<file path="src/rtl/inst_fetch_pkg.sv">
// Shared fetch-stage constants: default widths, bubble encoding, stall/flush vector bit indices.
// Also provides the counter-width helper used by the fetch datapath and its FIFOs.
package inst_fetch_pkg;

  localparam int unsigned PC_WIDTH_DEF    = 32;
  localparam int unsigned INST_WIDTH_DEF  = 32;
  localparam logic [31:0] INST_NOP_DEF    = 32'h0000_0013;
  localparam int unsigned FETCH_DEPTH_DEF = 2;

  // IF-stage positions within the pipeline-wide stall and flush vectors
  localparam int unsigned STALL_IDX_IF = 0;
  localparam int unsigned FLUSH_IDX_IF = 0;

  function automatic int unsigned cnt_width(input int unsigned depth);
    return $clog2(depth + 1);
  endfunction

endpackage

</file>
<file path="src/rtl/fetch_fifo.sv">
// Small synchronous FIFO with clear; read data is the head entry, visible combinationally.
// Zero-latency read; a push into a full FIFO is taken only when a pop frees a slot in the same cycle.
module fetch_fifo
  import inst_fetch_pkg::*;
#(
  parameter int unsigned DEPTH = 2,
  parameter int unsigned WIDTH = 32
) (
  input  logic                          clk,
  input  logic                          rst,
  input  logic                          clr,
  input  logic                          push,
  input  logic [WIDTH-1:0]              push_data,
  input  logic                          pop,
  output logic [WIDTH-1:0]              pop_data,
  output logic                          full,
  output logic                          empty,
  output logic [cnt_width(DEPTH)-1:0]   count
);

  localparam int unsigned PW = (DEPTH > 1) ? $clog2(DEPTH) : 1;
  localparam int unsigned CW = cnt_width(DEPTH);

  logic [WIDTH-1:0] mem [DEPTH];
  logic [PW-1:0]    wr_ptr;
  logic [PW-1:0]    rd_ptr;
  logic             do_push;
  logic             do_pop;

  // Pointers wrap explicitly so non-power-of-two depths work
  function automatic logic [PW-1:0] ptr_inc(input logic [PW-1:0] p);
    return (p == PW'(DEPTH - 1)) ? '0 : p + PW'(1);
  endfunction

  assign full     = (count == CW'(DEPTH));
  assign empty    = (count == '0);
  assign do_pop   = pop & ~empty;
  assign do_push  = push & (~full | do_pop);
  assign pop_data = mem[rd_ptr];

  always_ff @(posedge clk) begin
    if (rst || clr) begin
      wr_ptr <= '0;
      rd_ptr <= '0;
      count  <= '0;
    end else begin
      if (do_push) wr_ptr <= ptr_inc(wr_ptr);
      if (do_pop)  rd_ptr <= ptr_inc(rd_ptr);
      count <= count + CW'(do_push) - CW'(do_pop);
    end
  end

  always_ff @(posedge clk) begin
    if (do_push) mem[wr_ptr] <= push_data;
  end

endmodule

</file>
<file path="src/rtl/inst_fetch.sv">
// IF stage: issues credit-limited instruction-bus fetches, pairs in-order responses with their PCs.
// Response to IF/ID in one cycle via bypass or FIFO; stall freezes outputs, flush drops in-flight responses.
module inst_fetch
  import inst_fetch_pkg::*;
#(
  parameter int unsigned           PC_WIDTH   = PC_WIDTH_DEF,
  parameter int unsigned           INST_WIDTH = INST_WIDTH_DEF,
  parameter logic [INST_WIDTH-1:0] INST_NOP   = INST_NOP_DEF,
  parameter int unsigned           DEPTH      = FETCH_DEPTH_DEF
) (
  input  logic                  clk,
  input  logic                  rst,
  input  logic [PC_WIDTH-1:0]   i_pc,
  input  logic                  i_stall,
  input  logic                  i_flush,
  output logic                  o_ibus_req,
  output logic [PC_WIDTH-1:0]   o_ibus_addr,
  input  logic                  i_ibus_gnt,
  input  logic                  i_ibus_rvalid,
  input  logic [INST_WIDTH-1:0] i_ibus_rdata,
  input  logic                  i_ibus_err,
  output logic                  o_inst_valid,
  output logic [INST_WIDTH-1:0] o_inst,
  output logic [PC_WIDTH-1:0]   o_inst_pc,
  output logic                  o_inst_err,
  output logic                  o_fetch_stall
);

  localparam int unsigned CW = cnt_width(DEPTH);

  typedef struct packed {
    logic [PC_WIDTH-1:0]   pc;
    logic [INST_WIDTH-1:0] inst;
    logic                  err;
  } rsp_ent_t;

  logic [CW-1:0]       outstanding;
  logic [CW-1:0]       drop_cnt;
  logic [CW-1:0]       q_count;
  logic [CW-1:0]       rsp_count;
  logic                q_full, q_empty, rsp_full, rsp_empty;
  logic [PC_WIDTH-1:0] q_head;
  rsp_ent_t            rsp_in, rsp_head, load_ent;
  logic                credit_ok, accept, rsp_drop, rsp_keep;
  logic                bypass, rsp_push, rsp_pop, load_vld;

  // Bus requests in flight plus buffered responses share the DEPTH credit pool
  assign credit_ok     = (32'(outstanding) + 32'(rsp_count)) < DEPTH;
  assign o_ibus_req    = ~rst & ~i_stall & ~i_flush & credit_ok;
  assign o_ibus_addr   = i_pc;
  assign accept        = o_ibus_req & i_ibus_gnt;
  assign o_fetch_stall = ~i_flush & ~accept;

  assign rsp_drop = i_ibus_rvalid & (i_flush | (drop_cnt != '0));
  assign rsp_keep = i_ibus_rvalid & ~rsp_drop;
  assign bypass   = rsp_keep & rsp_empty & ~i_stall;
  assign rsp_push = rsp_keep & ~bypass;
  assign rsp_pop  = ~i_stall & ~i_flush & ~rsp_empty;

  assign rsp_in.pc   = q_head;
  assign rsp_in.inst = i_ibus_rdata;
  assign rsp_in.err  = i_ibus_err;

  fetch_fifo #(.DEPTH(DEPTH), .WIDTH(PC_WIDTH)) u_addr_q (
    .clk       (clk),
    .rst       (rst),
    .clr       (i_flush),
    .push      (accept),
    .push_data (i_pc),
    .pop       (rsp_keep),
    .pop_data  (q_head),
    .full      (q_full),
    .empty     (q_empty),
    .count     (q_count)
  );

  fetch_fifo #(.DEPTH(DEPTH), .WIDTH($bits(rsp_ent_t))) u_rsp_q (
    .clk       (clk),
    .rst       (rst),
    .clr       (i_flush),
    .push      (rsp_push),
    .push_data (rsp_in),
    .pop       (rsp_pop),
    .pop_data  (rsp_head),
    .full      (rsp_full),
    .empty     (rsp_empty),
    .count     (rsp_count)
  );

  always_comb begin
    load_vld = 1'b0;
    load_ent = rsp_head;
    if (!rsp_empty) begin
      load_vld = 1'b1;
    end else if (rsp_keep) begin
      load_vld = 1'b1;
      load_ent = rsp_in;
    end
  end

  // Outstanding counts every bus request still owed a response, including ones to be dropped
  always_ff @(posedge clk) begin
    if (rst) begin
      outstanding <= '0;
      drop_cnt    <= '0;
    end else begin
      outstanding <= outstanding + CW'(accept) - CW'(i_ibus_rvalid);
      if (i_flush)       drop_cnt <= outstanding - CW'(i_ibus_rvalid);
      else if (rsp_drop) drop_cnt <= drop_cnt - CW'(1);
    end
  end

  always_ff @(posedge clk) begin
    if (rst) begin
      o_inst_valid <= 1'b0;
      o_inst       <= INST_NOP;
      o_inst_pc    <= '0;
      o_inst_err   <= 1'b0;
    end else if (i_flush) begin
      o_inst_valid <= 1'b0;
      o_inst       <= INST_NOP;
      o_inst_err   <= 1'b0;
    end else if (!i_stall) begin
      if (load_vld) begin
        o_inst_valid <= 1'b1;
        o_inst       <= load_ent.err ? INST_NOP : load_ent.inst;
        o_inst_pc    <= load_ent.pc;
        o_inst_err   <= load_ent.err;
      end else begin
        o_inst_valid <= 1'b0;
        o_inst       <= INST_NOP;
        o_inst_err   <= 1'b0;
      end
    end
  end

  always_ff @(posedge clk) begin
    if (!rst) begin
      assert (!(i_ibus_rvalid && outstanding == '0));
      assert (!(rsp_push && rsp_full && !rsp_pop));
      assert (!(accept && q_full));
      assert (!(rsp_keep && q_empty));
      assert ((32'(q_count) + 32'(drop_cnt)) == 32'(outstanding));
    end
  end

endmodule
</file>
<file path="config.mk">
export PLATFORM = sky130hd
export DESIGN_NAME = inst_fetch
export DESIGN_NICKNAME = d
export VERILOG_FILES = /design/src/rtl/inst_fetch_pkg.sv /design/src/rtl/fetch_fifo.sv /design/src/rtl/inst_fetch.sv
export SDC_FILE = /design/constraint.sdc
export NUM_CORES = 1
export LEC_CHECK = 0
export ABC_AREA = 1
export BUFFER_PORTS_ARGS = -buffer_cell sky130_fd_sc_hd__buf_4
export CAP_MARGIN = 10
export CORE_ASPECT_RATIO = 1.5
export CORE_MARGIN = 1
export CORE_UTILIZATION = 60
export DETAILED_ROUTE_END_ITERATION = 10
export PLACE_DENSITY = 0.89
export SYNTH_ARGS = -nofsm -noshare
export SYNTH_HDL_FRONTEND = slang
export SYNTH_SLANG_ARGS = --single-unit
</file>
<file path="constraint.sdc">
create_clock -name clk -period 9.4 [get_ports clk]
set_input_delay 1.41 -clock clk [delete_from_list [all_inputs] [get_ports clk]]
set_output_delay 1.41 -clock clk [all_outputs]
set_load 0.1 [all_outputs]
</file>
# Yosys cells after proc, flatten, opt, wreduce, memory -nomap -nowiden
# Memories as Yosys holds them, arrays and structs flattened. A register that Yosys moved wholly into a read port is not among the register bits.
# Index checks and enable logic that the tools add are counted.
totals:
  elab_cells: 88
  mem_bits_rw: 194
  mem_count: 2
  rom_bits: 0
  latch_bits: 0
  reg_bits: 78
classes:
  n_eq_ne: 2
  n_div: 0
  shift: 0
  n_lt_le_gt_ge: 1
  n_bitwise: 29
  reduce_logical: 7
  multipliers: 0
  add_sub_neg: 13
  mux: 22
mem_list:
  columns: ["memory", "depth", "width", "rd", "rd_ports_with_merged_regs", "wr", "line_no", "rtl"]
  rows:
  - ["u_rsp_q.mem", 2, 65, 1, 1, 1, "fetch_fifo.sv:24", "logic [WIDTH-1:0] mem [DEPTH];"]
  - ["u_addr_q.mem", 2, 32, 1, 1, 1, "fetch_fifo.sv:24", null]
op_table:
  columns: ["operator", "count"]
  rows:
  - ["65-bit two-way mux", 2]
  - ["32-bit two-way mux", 2]
  - ["1-bit AND", 16]
  - ["1-bit two-way mux", 16]
  - ["1-bit NOT", 10]
  - ["2-bit by 1-bit subtractor with 2-bit output", 4]
  - ["2-bit by 1-bit adder with 2-bit output", 3]
  - ["1-bit adder (second input constant)", 4]
  - ["2-bit equality test (second input constant)", 2]
  - ["2-bit logical NOT", 2]
  - ["2-bit two-way mux", 2]
  - ["2-bit nonzero test", 2]
  - ["2-bit by 2-bit adder with 3-bit output", 1]
  - ["3-bit by 2-bit less-than comparator with 1-bit output (second input constant)", 1]
  - ["1-bit bitwise OR", 3]
  - ["3-bit AND reduction", 1]
  - ["2-bit OR reduction", 1]
  - ["2-bit by 1-bit subtractor with 2-bit output (second input constant)", 1]
  - ["1-bit logical OR", 1]

# Longest topological paths before layout
# Gate-level depths: netlist of run 1.
depth:
  depth_word: 12
  mapped_depth: 13
  ltp_nobuf: 13

# Modules after synthesis
# A second synthesis of run 1 with hierarchy kept.
hier_totals:
  hier_cells: 1011
  hier_area_um2: 11872.6
modules_own_cells:
  columns: ["module", "area_per_inst_um2", "n_inst", "cells_each"]
  rows:
  - ["fetch_fifo at u_rsp_q", 5151.2, 1, 243]
  - ["inst_fetch", 4003.8, 1, 626]
  - ["fetch_fifo at u_addr_q", 2717.6, 1, 142]

# Worst setup path after synthesis of run 1
# OpenSTA, ideal clock, no wires.
synth_timing:
  path_kind: "input -> register"
  startpoint: "input i_stall"
  endpoint: "memory u_rsp_q.mem[1][0] in the netlist's numbering (enable)"
  stages: 6
  required_time_ns: 8.910
  slack_ns: 3.981
  n_path_buf: 1
  setup_time_ns: 0.490
  arrival_ns: 4.929
  path_cell_list: "buf_2 > inv_1 > nand2_1 > o21ai_0 > nand2_1 > nor2_1"
synth_via:
  elab_chain_cells: 8
  word_cells_on_any_way: 11
synth_lines:
  columns: ["element", "line_no", "rtl"]
  rows:
  - ["from (decl)", "inst_fetch.sv:14", "input logic i_stall,"]
  - ["1-bit NOT (no line) (*)", null, null]
  - ["1-bit AND (2 in a row)", "inst_fetch.sv:58", "assign rsp_pop = ~i_stall & ~i_flush & ~rsp_empty;"]
  - ["1-bit AND", "fetch_fifo.sv:37", "assign do_pop = pop & ~empty;"]
  - ["1-bit bitwise OR", "fetch_fifo.sv:38", "assign do_push = push & (~full | do_pop);"]
  - ["1-bit AND (*)", "fetch_fifo.sv:38", null]
  - ["1-bit two-way mux (*)", "fetch_fifo.sv:54", "if (do_push) mem[wr_ptr] <= push_data;"]
  - ["1-bit two-way mux (implied by the code) (*)", "fetch_fifo.sv:54", null]
  - ["to (decl)", "fetch_fifo.sv:24", null]
# Mark *: on every way between the ends. The rest lies on a longest branch, timed or not.

# Worst setup path in the final report of run 1
layout_timing:
  startpoint: "input i_flush"
  endpoint: "register o_inst_pc[1]"
layout_via:
  elab_chain_cells: 7
  word_cells_on_any_way: 10
layout_lines:
  columns: ["element", "line_no", "rtl"]
  rows:
  - ["from (decl)", "inst_fetch.sv:15", "input logic i_flush,"]
  - ["1-bit bitwise OR", "inst_fetch.sv:54", "assign rsp_drop = i_ibus_rvalid & (i_flush | (drop_cnt != '0));"]
  - ["1-bit AND", "inst_fetch.sv:54", null]
  - ["1-bit NOT", "inst_fetch.sv:55", "assign rsp_keep = i_ibus_rvalid & ~rsp_drop;"]
  - ["1-bit AND", "inst_fetch.sv:55", null]
  - ["1-bit two-way mux", "inst_fetch.sv:95", "end else if (rsp_keep) begin"]
  - ["1-bit two-way mux", "inst_fetch.sv:93", "if (!rsp_empty) begin"]
  - ["3-bit AND reduction (no line)", null, null]
  - ["to (signal assigned)", "inst_fetch.sv:127", "o_inst_pc <= load_ent.pc;"]
  - ["to (decl)", "inst_fetch.sv:24", "output logic [PC_WIDTH-1:0] o_inst_pc,"]
# Several ways; a longest one is shown, not always the timed one.
# A chain may end at the register's enable or synchronous reset.

==> report_table.html, run 1 <==
<table>
<tr><th>Metric</th><th>Value</th></tr>
<tr><th colspan="2">Clock tree</th></tr>
<tr><td>H-tree level count</td><td>1</td></tr>
<tr><td>CTS Hold Buffers Added</td><td>0</td></tr>
<tr><td>Cts bufs inserted</td><td>25</td></tr>
<tr><td>Resized cells post-CTS</td><td>0</td></tr>
<tr><td>Clock root buffer</td><td>clkbuf_16</td></tr>
<tr><td>Clock transition at the registers of the reported paths</td><td>60 ps</td></tr>
<tr><td>Post-CTS setup buffer count</td><td>0</td></tr>
<tr><td>Clock tree from TritonCTS</td><td>built</td></tr>
<tr><td>Number of clock sinks</td><td>about 270</td></tr>
<tr><td>Worst skew pair latency</td><td>a little over 500 ps</td></tr>
<tr><td>Maximum clock insertion buffer count</td><td>3</td></tr>
<tr><th colspan="2">Routing</th></tr>
<tr><td>Starting DRT DRC Count</td><td>683</td></tr>
<tr><td>DRC violations left</td><td>0</td></tr>
<tr><td>Routed WL per cell</td><td>~16 µm</td></tr>
<tr><td>Number of iterations in the first detailed-routing pass</td><td>7</td></tr>
<tr><td>Antenna Nets Post-Route</td><td>0</td></tr>
<tr><td>Number of vias per cell after detailed routing</td><td>between 5 and 6</td></tr>
<tr><td>Total vias in the final route</td><td>8343</td></tr>
<tr><td>Routed wire length</td><td>between 20000 and 25000 µm</td></tr>
<tr><th colspan="2">Critical path</th></tr>
<tr><td>Number of gates on the worst path with buffers counted</td><td>8</td></tr>
<tr><td>CP startpoint kind</td><td>primary input</td></tr>
<tr><td>Delay-heaviest family, CP</td><td>simple AND/OR/NAND/NOR gates</td></tr>
<tr><td>Most common cell type on the critical path</td><td>buf_4</td></tr>
<tr><td>Register-to-Register Path Depth</td><td>10</td></tr>
<tr><td>Required time of the critical path</td><td>between 9000 and 10000 ps</td></tr>
<tr><td>Crit path arrival time</td><td>~4900 ps</td></tr>
<tr><td>R2r endpoint</td><td>o_inst_pc[1]$_SDFFE_PP0P_</td></tr>
<tr><td>Delay of the slowest cell on the worst path</td><td>just under 900 ps</td></tr>
<tr><td>Category of the critical setup timing path</td><td>in2reg</td></tr>
<tr><td>Slowest library cell on the worst path</td><td>inv_1</td></tr>
<tr><td>Capturing instance or port of the critical path</td><td>o_inst_pc[1]$_SDFFE_PP0P_</td></tr>
<tr><td>Critical path cell sequence</td><td>buf_4, nor2_4, nand3_2, buf_4, inv_1, nand2_1, nand3_1, a21oi_1</td></tr>
<tr><td>Highest net fanout along the worst path</td><td>35</td></tr>
<tr><td>Crit path from</td><td>i_flush</td></tr>
<tr><td>Kind of capture point of the worst setup path</td><td>register</td></tr>
<tr><td>Worst R2R Start</td><td>drop_cnt[0]$_SDFFE_PP0P_</td></tr>
<tr><td>CP Buf/Inv Count</td><td>3</td></tr>
<tr><td>Worst reg-to-reg setup slack</td><td>5340 ps</td></tr>
<tr><th colspan="2">Die</th></tr>
<tr><td>Boundary Pins</td><td>171</td></tr>
<tr><td>Standard-cell row count</td><td>61</td></tr>
<tr><td>Overall die area</td><td>~19000 µm²</td></tr>
<tr><td>Initial Utilization</td><td>between 60% and 70%</td></tr>
<tr><td>Height of the die</td><td>roughly 170 µm</td></tr>
<tr><td>Std-Cell Core Area</td><td>about 19000 µm²</td></tr>
<tr><td>Width of the chip</td><td>114 µm</td></tr>
<tr><th colspan="2">Synth</th></tr>
<tr><td>Synthesized-area fraction occupied by adder cells</td><td>less than 1%</td></tr>
<tr><td>Mux cell area share after synthesis</td><td>0%</td></tr>
<tr><td>Syn Std Cell Area</td><td>between 10000 and 15000 µm²</td></tr>
<tr><td>Cell variety after synth</td><td>26</td></tr>
<tr><td>Syn nets</td><td>about 1200</td></tr>
<tr><td>Synth area leader</td><td>edfxtp_1</td></tr>
<tr><td>Share of synthesized cell area in and, or, nand and nor gates</td><td>19.7%</td></tr>
<tr><td>Area fraction in compound gates after synthesis</td><td>5.61%</td></tr>
<tr><td>Post-synthesis sequential area ratio</td><td>between 60% and 70%</td></tr>
<tr><td>Number of instances in the synthesized netlist</td><td>approximately 1100</td></tr>
<tr><td>Synth area leaders</td><td>edfxtp_1 (51%), dfxtp_1 (14%), nand2_1 (12%)</td></tr>
<tr><td>Count of synthesis-stage warnings from yosys</td><td>0</td></tr>
<tr><td>Post-Synth XOR/XNOR Area</td><td>0.232%</td></tr>
<tr><td>Post-Synthesis Mean Instance Area</td><td>roughly 10 µm²</td></tr>
<tr><td>Top-area cell type share of the netlist area</td><td>51.4%</td></tr>
<tr><td>Combinational family with the most area after synthesis</td><td>simple AND/OR/NAND/NOR gates</td></tr>
<tr><td>Post-synthesis sequential element count</td><td>about 270</td></tr>
<tr><th colspan="2">Timing</th></tr>
<tr><td>Final worst slack</td><td>4870 ps</td></tr>
<tr><td>TNS Setup</td><td>0 ps</td></tr>
<tr><td>Minimum clock period</td><td>around 4500 ps</td></tr>
<tr><td>Final-report setup violation count</td><td>0</td></tr>
<tr><td>Count of endpoints failing hold in the final timing report</td><td>0</td></tr>
<tr><td>Largest clock skew in the final design</td><td>approximately 8 ps</td></tr>
<tr><td>Final max-slew violation count</td><td>0</td></tr>
<tr><td>Final Cycle Share</td><td>between 40% and 50%</td></tr>
<tr><td>Highest clock rate</td><td>between 200 and 250 MHz</td></tr>
<tr><td>Actual transition at the worst max-transition pin</td><td>roughly 1200 ps</td></tr>
<tr><td>Slew margin rel.</td><td>between 20% and 30%</td></tr>
<tr><td>Worst hold slack</td><td>roughly 450 ps</td></tr>
<tr><td>RSZ-0062 raised after global routing</td><td>no</td></tr>
<tr><th colspan="2">Place</th></tr>
<tr><td>Cell count after placement</td><td>about 1500</td></tr>
<tr><td>Placed wire-length estimate</td><td>15600 µm</td></tr>
<tr><td>Routability congestion estimate from global placement</td><td>~0.80</td></tr>
<tr><td>Place WS</td><td>between 4000 and 5000 ps</td></tr>
<tr><td>Input/output buffers</td><td>between 150 and 200</td></tr>
<tr><th colspan="2">Run status</th></tr>
<tr><td>Outcome</td><td>complete, no violations</td></tr>
<tr><th colspan="2">Pwr</th></tr>
<tr><td>Total power per unit cell area</td><td>194 nW/µm²</td></tr>
<tr><td>Leakage power total</td><td>approximately 5.3 nW</td></tr>
<tr><td>Maximum vdd drop</td><td>roughly 0.16 mV</td></tr>
<tr><th colspan="2">Global route</th></tr>
<tr><td>Number of antenna violations at the first check in global routing</td><td>0</td></tr>
<tr><td>GRT Util Overall</td><td>around a quarter</td></tr>
<tr><td>Number of global-route vias before repair</td><td>8079</td></tr>
<tr><td>Overflow after GRT</td><td>0</td></tr>
<tr><td>Maximum number of pins on one net before global-route repair</td><td>69</td></tr>
<tr><td>Wire length of the first global-routing pass</td><td>between 30000 and 40000 µm</td></tr>
<tr><th colspan="2">Layout</th></tr>
<tr><td>Number of inserted diodes</td><td>0</td></tr>
<tr><td>Fill cell instance count of the final layout</td><td>about 1300</td></tr>
<tr><td>Most common cell after layout, fill and taps aside</td><td>nand2_1</td></tr>
<tr><td>Area overhead of the layout relative to synthesis</td><td>17.1%</td></tr>
<tr><td>Commonest cells after routing, fill and taps aside</td><td>nand2_1 (368), edfxtp_1 (194), buf_4 (174), nand3_1 (98), inv_1 (97)</td></tr>
<tr><td>Final net count</td><td>~1300</td></tr>
<tr><td>Non-filler instance count after layout</td><td>around 1500</td></tr>
<tr><td>Share of final-layout standard cells stronger than drive strength 1</td><td>18.1%</td></tr>
<tr><th colspan="2">Hold path</th></tr>
<tr><td>Depth of the worst hold-timing path</td><td>1</td></tr>
<tr><td>Type of the most critical hold path</td><td>reg2reg</td></tr>
<tr><th colspan="2">Job</th></tr>
<tr><td>Number of max-capacitance violations reported</td><td>0</td></tr>
</table>
==> cell families (layout without fill, tap and decap cells) <==
| group | Yosys count | after routing |
|---|---|---|
| AO/OA/AOI/OAI | 122 | 122 |
| XOR/XNOR | 3 | 3 |
| adder cells (fa/ha/maj) | 8 | 8 |
| buffers and inverters | 197 | 320 |
| flip-flops | 274 | 274 |
| AND/OR/NAND/NOR | 528 | 528 |
==> how the worst min path moves through the flow <==
stage / startpoint / endpoint
after detailed placement: u_rsp_q.rd_ptr$_SDFFE_PP0P_ / register
after CTS: u_rsp_q.rd_ptr$_SDFFE_PP0P_ / register
final: u_rsp_q.rd_ptr$_SDFFE_PP0P_ / register
after floorplan: u_rsp_q.rd_ptr$_SDFFE_PP0P_ / register
after global routing: o_inst[31]$_SDFFE_PP0N_ / o_inst[31]$_SDFFE_PP0N_
after global placement: u_addr_q.rd_ptr$_SDFFE_PP0P_ / register
==> layer usage <==
metal  track usage (%)  wire length (µm)
met4              10.2               757
met5                 0                 0
met3              2.46              1440
met1              28.8              8930
met2              48.4             13500
==> state kept, by name, indices dropped and copies added (netlist names), 2 cells and up, named ones only <==
register	cells
outstanding	2
u_rsp_q.count	2
u_rsp_q.mem	130
drop_cnt	2
u_addr_q.mem	64
o_inst	32
o_inst_pc	32
u_addr_q.count	2
==> through the flow <==
step	util, %	power, mW	instance area (µm²)
final	71.5	2.58	13300
after floorplan	-	1.53	11300
after global placement	67.2	1.59	12500
after CTS	71.5	2.59	13300
after global routing	71.5	2.65	13300
after detailed placement	67.2	1.60	12500
==> report_power, final <==
part	internal, mW	leakage [nW]	switching, mW
combinational	0.0612	2.55	0.192
clock	0.587	0.385	0.419
sequential	1.31	2.40	0.00903
==> Yosys cell counts (all sizes together) <==
master,count
clkinv,1
edfxtp,194
a21oi,78
clkbuf,38
fa,1
and2,1
nand3,99
ha,7
nand4,34
nor2,20
nand2,369
o31ai,1
or2,4
inv,100
buf,58
nor3,1
o21ai,43
dfxtp,80
xnor2,3
==> layout make-up <==
| class | instances | area, µm² | share of cell area (%) |
|---|---|---|---|
| clock buffers | 34 | 679 | 5.12 |
| clock inverters | 11 | 129 | 0.971 |
| inverters | 101 | 379 | 2.86 |
| multi-input cells | 661 | 3030 | 22.8 |
| flip-flops and latches | 274 | 7430 | 56.0 |
| well taps | 252 | 315 | 2.38 |
| repair buffers | 174 | 1310 | 9.85 |
Note: power is estimated with default switching activity, not from simulation.
==> inputs of run 2 (changes only) <==
- CORE_UTILIZATION: 60 -> 57
- PLACE_DENSITY: 0.89 -> 0.86
- clock period: 9.4 -> 4.45 ns (I/O delays scaled with it)
==> report_table.html, run 2 (same netlist as run 1, synthesis figures left out) <==
<table>
<tr><th>Metric</th><th>Value</th></tr>
<tr><th colspan="2">Routing</th></tr>
<tr><td>Total vias in the final route</td><td>8146 (was 8343)</td></tr>
<tr><td>Number of vias per cell after detailed routing</td><td>5.38 (was 5.54)</td></tr>
<tr><td>Routed wire length</td><td>24300 µm (was 24700 µm)</td></tr>
<tr><td>Routed WL per cell</td><td>16.1 µm (was 16.4 µm)</td></tr>
<tr><td>Antenna Nets Post-Route</td><td>0 (unchanged)</td></tr>
<tr><td>Starting DRT DRC Count</td><td>619 (was 683)</td></tr>
<tr><td>Number of iterations in the first detailed-routing pass</td><td>7 (unchanged)</td></tr>
<tr><td>DRC violations left</td><td>0 (unchanged)</td></tr>
<tr><th colspan="2">Die</th></tr>
<tr><td>Standard-cell row count</td><td>62 (was 61)</td></tr>
<tr><td>Boundary Pins</td><td>171 (unchanged)</td></tr>
<tr><td>Overall die area</td><td>20400 µm² (was 19400 µm²)</td></tr>
<tr><td>Initial Utilization</td><td>58.6% (was 61.1%)</td></tr>
<tr><td>Std-Cell Core Area</td><td>19300 µm² (was 18500 µm²)</td></tr>
<tr><td>Height of the die</td><td>175 µm (was 170 µm)</td></tr>
<tr><td>Width of the chip</td><td>117 µm (was 114 µm)</td></tr>
<tr><th colspan="2">Place</th></tr>
<tr><td>Placed wire-length estimate</td><td>15300 µm (was 15600 µm)</td></tr>
<tr><td>Place WS</td><td>1360 ps (was 4440 ps)</td></tr>
<tr><td>Post-place instance area</td><td>12500 µm² (about the same)</td></tr>
<tr><td>Input/output buffers</td><td>170 (unchanged)</td></tr>
<tr><td>Cell count after placement</td><td>1469 (was 1462)</td></tr>
<tr><td>Routability congestion estimate from global placement</td><td>0.764 (was 0.804)</td></tr>
<tr><th colspan="2">Layout</th></tr>
<tr><td>Summed area of non-filler cells in the final layout</td><td>13300 µm² (about the same)</td></tr>
<tr><td>Final net count</td><td>1318 (was 1316)</td></tr>
<tr><td>Seq. cell area</td><td>7430 µm² (unchanged)</td></tr>
<tr><td>Top Registers</td><td>u_rsp_q.mem (130), u_addr_q.mem (64) (unchanged)</td></tr>
<tr><td>Fill cell instance count of the final layout</td><td>1387 (was 1279)</td></tr>
<tr><td>Core utilization of the finished layout</td><td>68.8% (was 71.5%)</td></tr>
<tr><td>Area overhead of the layout relative to synthesis</td><td>17.4% (was 17.1%)</td></tr>
<tr><td>Share of final-layout standard cells stronger than drive strength 1</td><td>18.4% (was 18.1%)</td></tr>
<tr><td>Flip-flop count of the largest register, all copies and words added</td><td>130 (unchanged)</td></tr>
<tr><td>Commonest cells after routing, fill and taps aside</td><td>nand2_1 (368), edfxtp_1 (194), buf_4 (175), nand3_1 (98), inv_1 (97) (was nand2_1 (368), edfxtp_1 (194), buf_4 (174), nand3_1 (98), inv_1 (97))</td></tr>
<tr><td>Most common cell after layout, fill and taps aside</td><td>nand2_1 (unchanged)</td></tr>
<tr><td>Number of inserted diodes</td><td>0 (unchanged)</td></tr>
<tr><td>Total area of multi-input combinational cells</td><td>3040 µm² (was 3030 µm²)</td></tr>
<tr><td>Non-filler instance count after layout</td><td>1513 (was 1507)</td></tr>
<tr><td>Register with the highest flop count</td><td>u_rsp_q.mem (unchanged)</td></tr>
<tr><th colspan="2">Critical path</th></tr>
<tr><td>Delay-heaviest family, CP</td><td>simple AND/OR/NAND/NOR gates (unchanged)</td></tr>
<tr><td>Kind of capture point of the worst setup path</td><td>primary output (was register)</td></tr>
<tr><td>Crit path arrival time</td><td>2290 ps (was 4910 ps)</td></tr>
<tr><td>Slowest library cell on the worst path</td><td>dfxtp_1 (was inv_1)</td></tr>
<tr><td>Worst R2R Start</td><td>u_rsp_q.count[1]$_SDFF_PP0_ (was drop_cnt[0]$_SDFFE_PP0P_)</td></tr>
<tr><td>Critical path cell sequence</td><td>nand2_1, inv_1, fa_1, nor2_1, nand2_1, nor3_1, nor2_1, buf_4 (was buf_4, nor2_4, nand3_2, buf_4, inv_1, nand2_1, nand3_1, a21oi_1)</td></tr>
<tr><td>Category of the critical setup timing path</td><td>reg2out (was in2reg)</td></tr>
<tr><td>Highest net fanout along the worst path</td><td>4 (was 35)</td></tr>
<tr><td>R2r endpoint</td><td>o_inst_pc[29]$_SDFFE_PP0P_ (was o_inst_pc[1]$_SDFFE_PP0P_)</td></tr>
<tr><td>Required time of the critical path</td><td>3780 ps (was 9780 ps)</td></tr>
<tr><td>Worst reg-to-reg setup slack</td><td>1550 ps (was 5340 ps)</td></tr>
<tr><td>Delay of the slowest cell on the worst path</td><td>420 ps (was 870 ps)</td></tr>
<tr><td>CP startpoint kind</td><td>register (was primary input)</td></tr>
<tr><td>CP Buf/Inv Count</td><td>2 (was 3)</td></tr>
<tr><td>Register-to-Register Path Depth</td><td>7 (was 10)</td></tr>
<tr><th colspan="2">Clock tree</th></tr>
<tr><td>Clock root buffer</td><td>clkbuf_16 (unchanged)</td></tr>
<tr><td>CTS Hold Buffers Added</td><td>0 (unchanged)</td></tr>
<tr><td>Number of clock sinks</td><td>274 (unchanged)</td></tr>
<tr><td>Resized cells post-CTS</td><td>0 (unchanged)</td></tr>
<tr><td>Clock tree from TritonCTS</td><td>built (unchanged)</td></tr>
<tr><td>Maximum clock insertion buffer count</td><td>3 (unchanged)</td></tr>
<tr><td>Post-CTS setup buffer count</td><td>0 (unchanged)</td></tr>
<tr><td>Cts bufs inserted</td><td>24 (was 25)</td></tr>
<tr><td>Clock transition at the registers of the reported paths</td><td>70 ps (was 60 ps)</td></tr>
<tr><td>H-tree level count</td><td>1 (unchanged)</td></tr>
<tr><td>Worst skew pair latency</td><td>520 ps (was 510 ps)</td></tr>
<tr><th colspan="2">Job</th></tr>
<tr><td>Number of max-capacitance violations reported</td><td>0 (unchanged)</td></tr>
<tr><th colspan="2">Global route</th></tr>
<tr><td>Number of antenna violations at the first check in global routing</td><td>0 (unchanged)</td></tr>
<tr><td>Number of global-route vias before repair</td><td>8025 (was 8079)</td></tr>
<tr><td>GRT Util Overall</td><td>24.2% (was 25.4%)</td></tr>
<tr><td>Wire length of the first global-routing pass</td><td>38600 µm (about the same)</td></tr>
<tr><td>Overflow after GRT</td><td>0 (unchanged)</td></tr>
<tr><td>Maximum number of pins on one net before global-route repair</td><td>69 (unchanged)</td></tr>
<tr><th colspan="2">Timing</th></tr>
<tr><td>Largest clock skew in the final design</td><td>18.5 ps (was 7.98 ps)</td></tr>
<tr><td>Final worst slack</td><td>1500 ps (was 4870 ps)</td></tr>
<tr><td>RSZ-0062 raised after global routing</td><td>no (unchanged)</td></tr>
<tr><td>Final-report setup violation count</td><td>0 (unchanged)</td></tr>
<tr><td>Slew margin rel.</td><td>27.5% (was 22.5%)</td></tr>
<tr><td>Final Cycle Share</td><td>between 60% and 70%</td></tr>
<tr><td>Minimum clock period</td><td>2950 ps</td></tr>
<tr><td>Highest clock rate</td><td>338 MHz</td></tr>
<tr><td>Count of endpoints failing hold in the final timing report</td><td>0 (unchanged)</td></tr>
<tr><td>Worst hold slack</td><td>335 ps (was 449 ps)</td></tr>
<tr><td>Actual transition at the worst max-transition pin</td><td>1080 ps (was 1160 ps)</td></tr>
<tr><td>TNS Setup</td><td>0 ps (unchanged)</td></tr>
<tr><td>Final max-slew violation count</td><td>0 (unchanged)</td></tr>
<tr><th colspan="2">Pwr</th></tr>
<tr><td>Total power per unit cell area</td><td>404 nW/µm² (was 194 nW/µm²)</td></tr>
<tr><td>Maximum vdd drop</td><td>0.355 mV (was 0.162 mV)</td></tr>
<tr><td>Power after layout</td><td>5.37 mW (was 2.58 mW)</td></tr>
<tr><td>Leakage power total</td><td>5.35 nW (was 5.33 nW)</td></tr>
<tr><th colspan="2">Hold path</th></tr>
<tr><td>Depth of the worst hold-timing path</td><td>1 (unchanged)</td></tr>
<tr><td>Type of the most critical hold path</td><td>in2reg (was reg2reg)</td></tr>
<tr><td>Min-Delay Endpoint</td><td>u_rsp_q.mem[1][29]$_DFFE_PP_</td></tr>
<tr><td>Hold_sp</td><td>i_ibus_rdata[28] (was u_rsp_q.rd_ptr$_SDFFE_PP0P_)</td></tr>
<tr><th colspan="2">Run status</th></tr>
<tr><td>Outcome</td><td>complete, no violations (unchanged)</td></tr>
</table>
## run 2: cell types whose count changed in the layout (fill, tap and decap cells not counted), sizes merged
cell      previous run  this run
clkinv               7         9
buf                174       177
clkinvlp             2         0
bufinv               3         2
## run 2: cell type report
class / instances / area share [%]
clock buffer: 34 / 5.03
multi-input combinational: 661 / 22.8
tap: 256 / 2.41
sequential: 274 / 55.9
timing repair buffer: 177 / 10.2
inverter: 101 / 2.85
clock inverter: 10 / 0.809
## run 2: power by group
group          total (mW)  switching (mW)  internal [mW]
Clock                2.05           0.883           1.17
Sequential           2.79          0.0191           2.77
Combinational       0.538           0.406          0.132
Total                5.37            1.31           4.06
## run 2: routing by layer
layer	up-vias	global-route usage [%]	part of all wire, %
met3	53	3.64	5.8
met4	0	9.81	3.0
met2	296	44.0	53
met1	3850	28.0	38
met5	-	0	0
li1	3947	-	-
## run 2: worst max path at each step
stage / from / to / slack (ps) / cells after the start
final: u_rsp_q.count[0]$_SDFF_PP0_ / o_fetch_stall / 1500 / 8
after global routing: u_rsp_q.count[1]$_SDFF_PP0_ / o_inst[4]$_SDFFE_PP1N_ / 1280 / 8
after CTS: u_rsp_q.count[0]$_SDFF_PP0_ / o_fetch_stall / 1480 / 8
after detailed placement: i_stall / u_rsp_q.mem[0][35]$_DFFE_PP_ / 1360 / 7
after global placement: i_stall / u_rsp_q.mem[0][36]$_DFFE_PP_ / 1460 / 7
after floorplan: i_stall / u_rsp_q.mem[1][0]$_DFFE_PP_ / 860 / 6
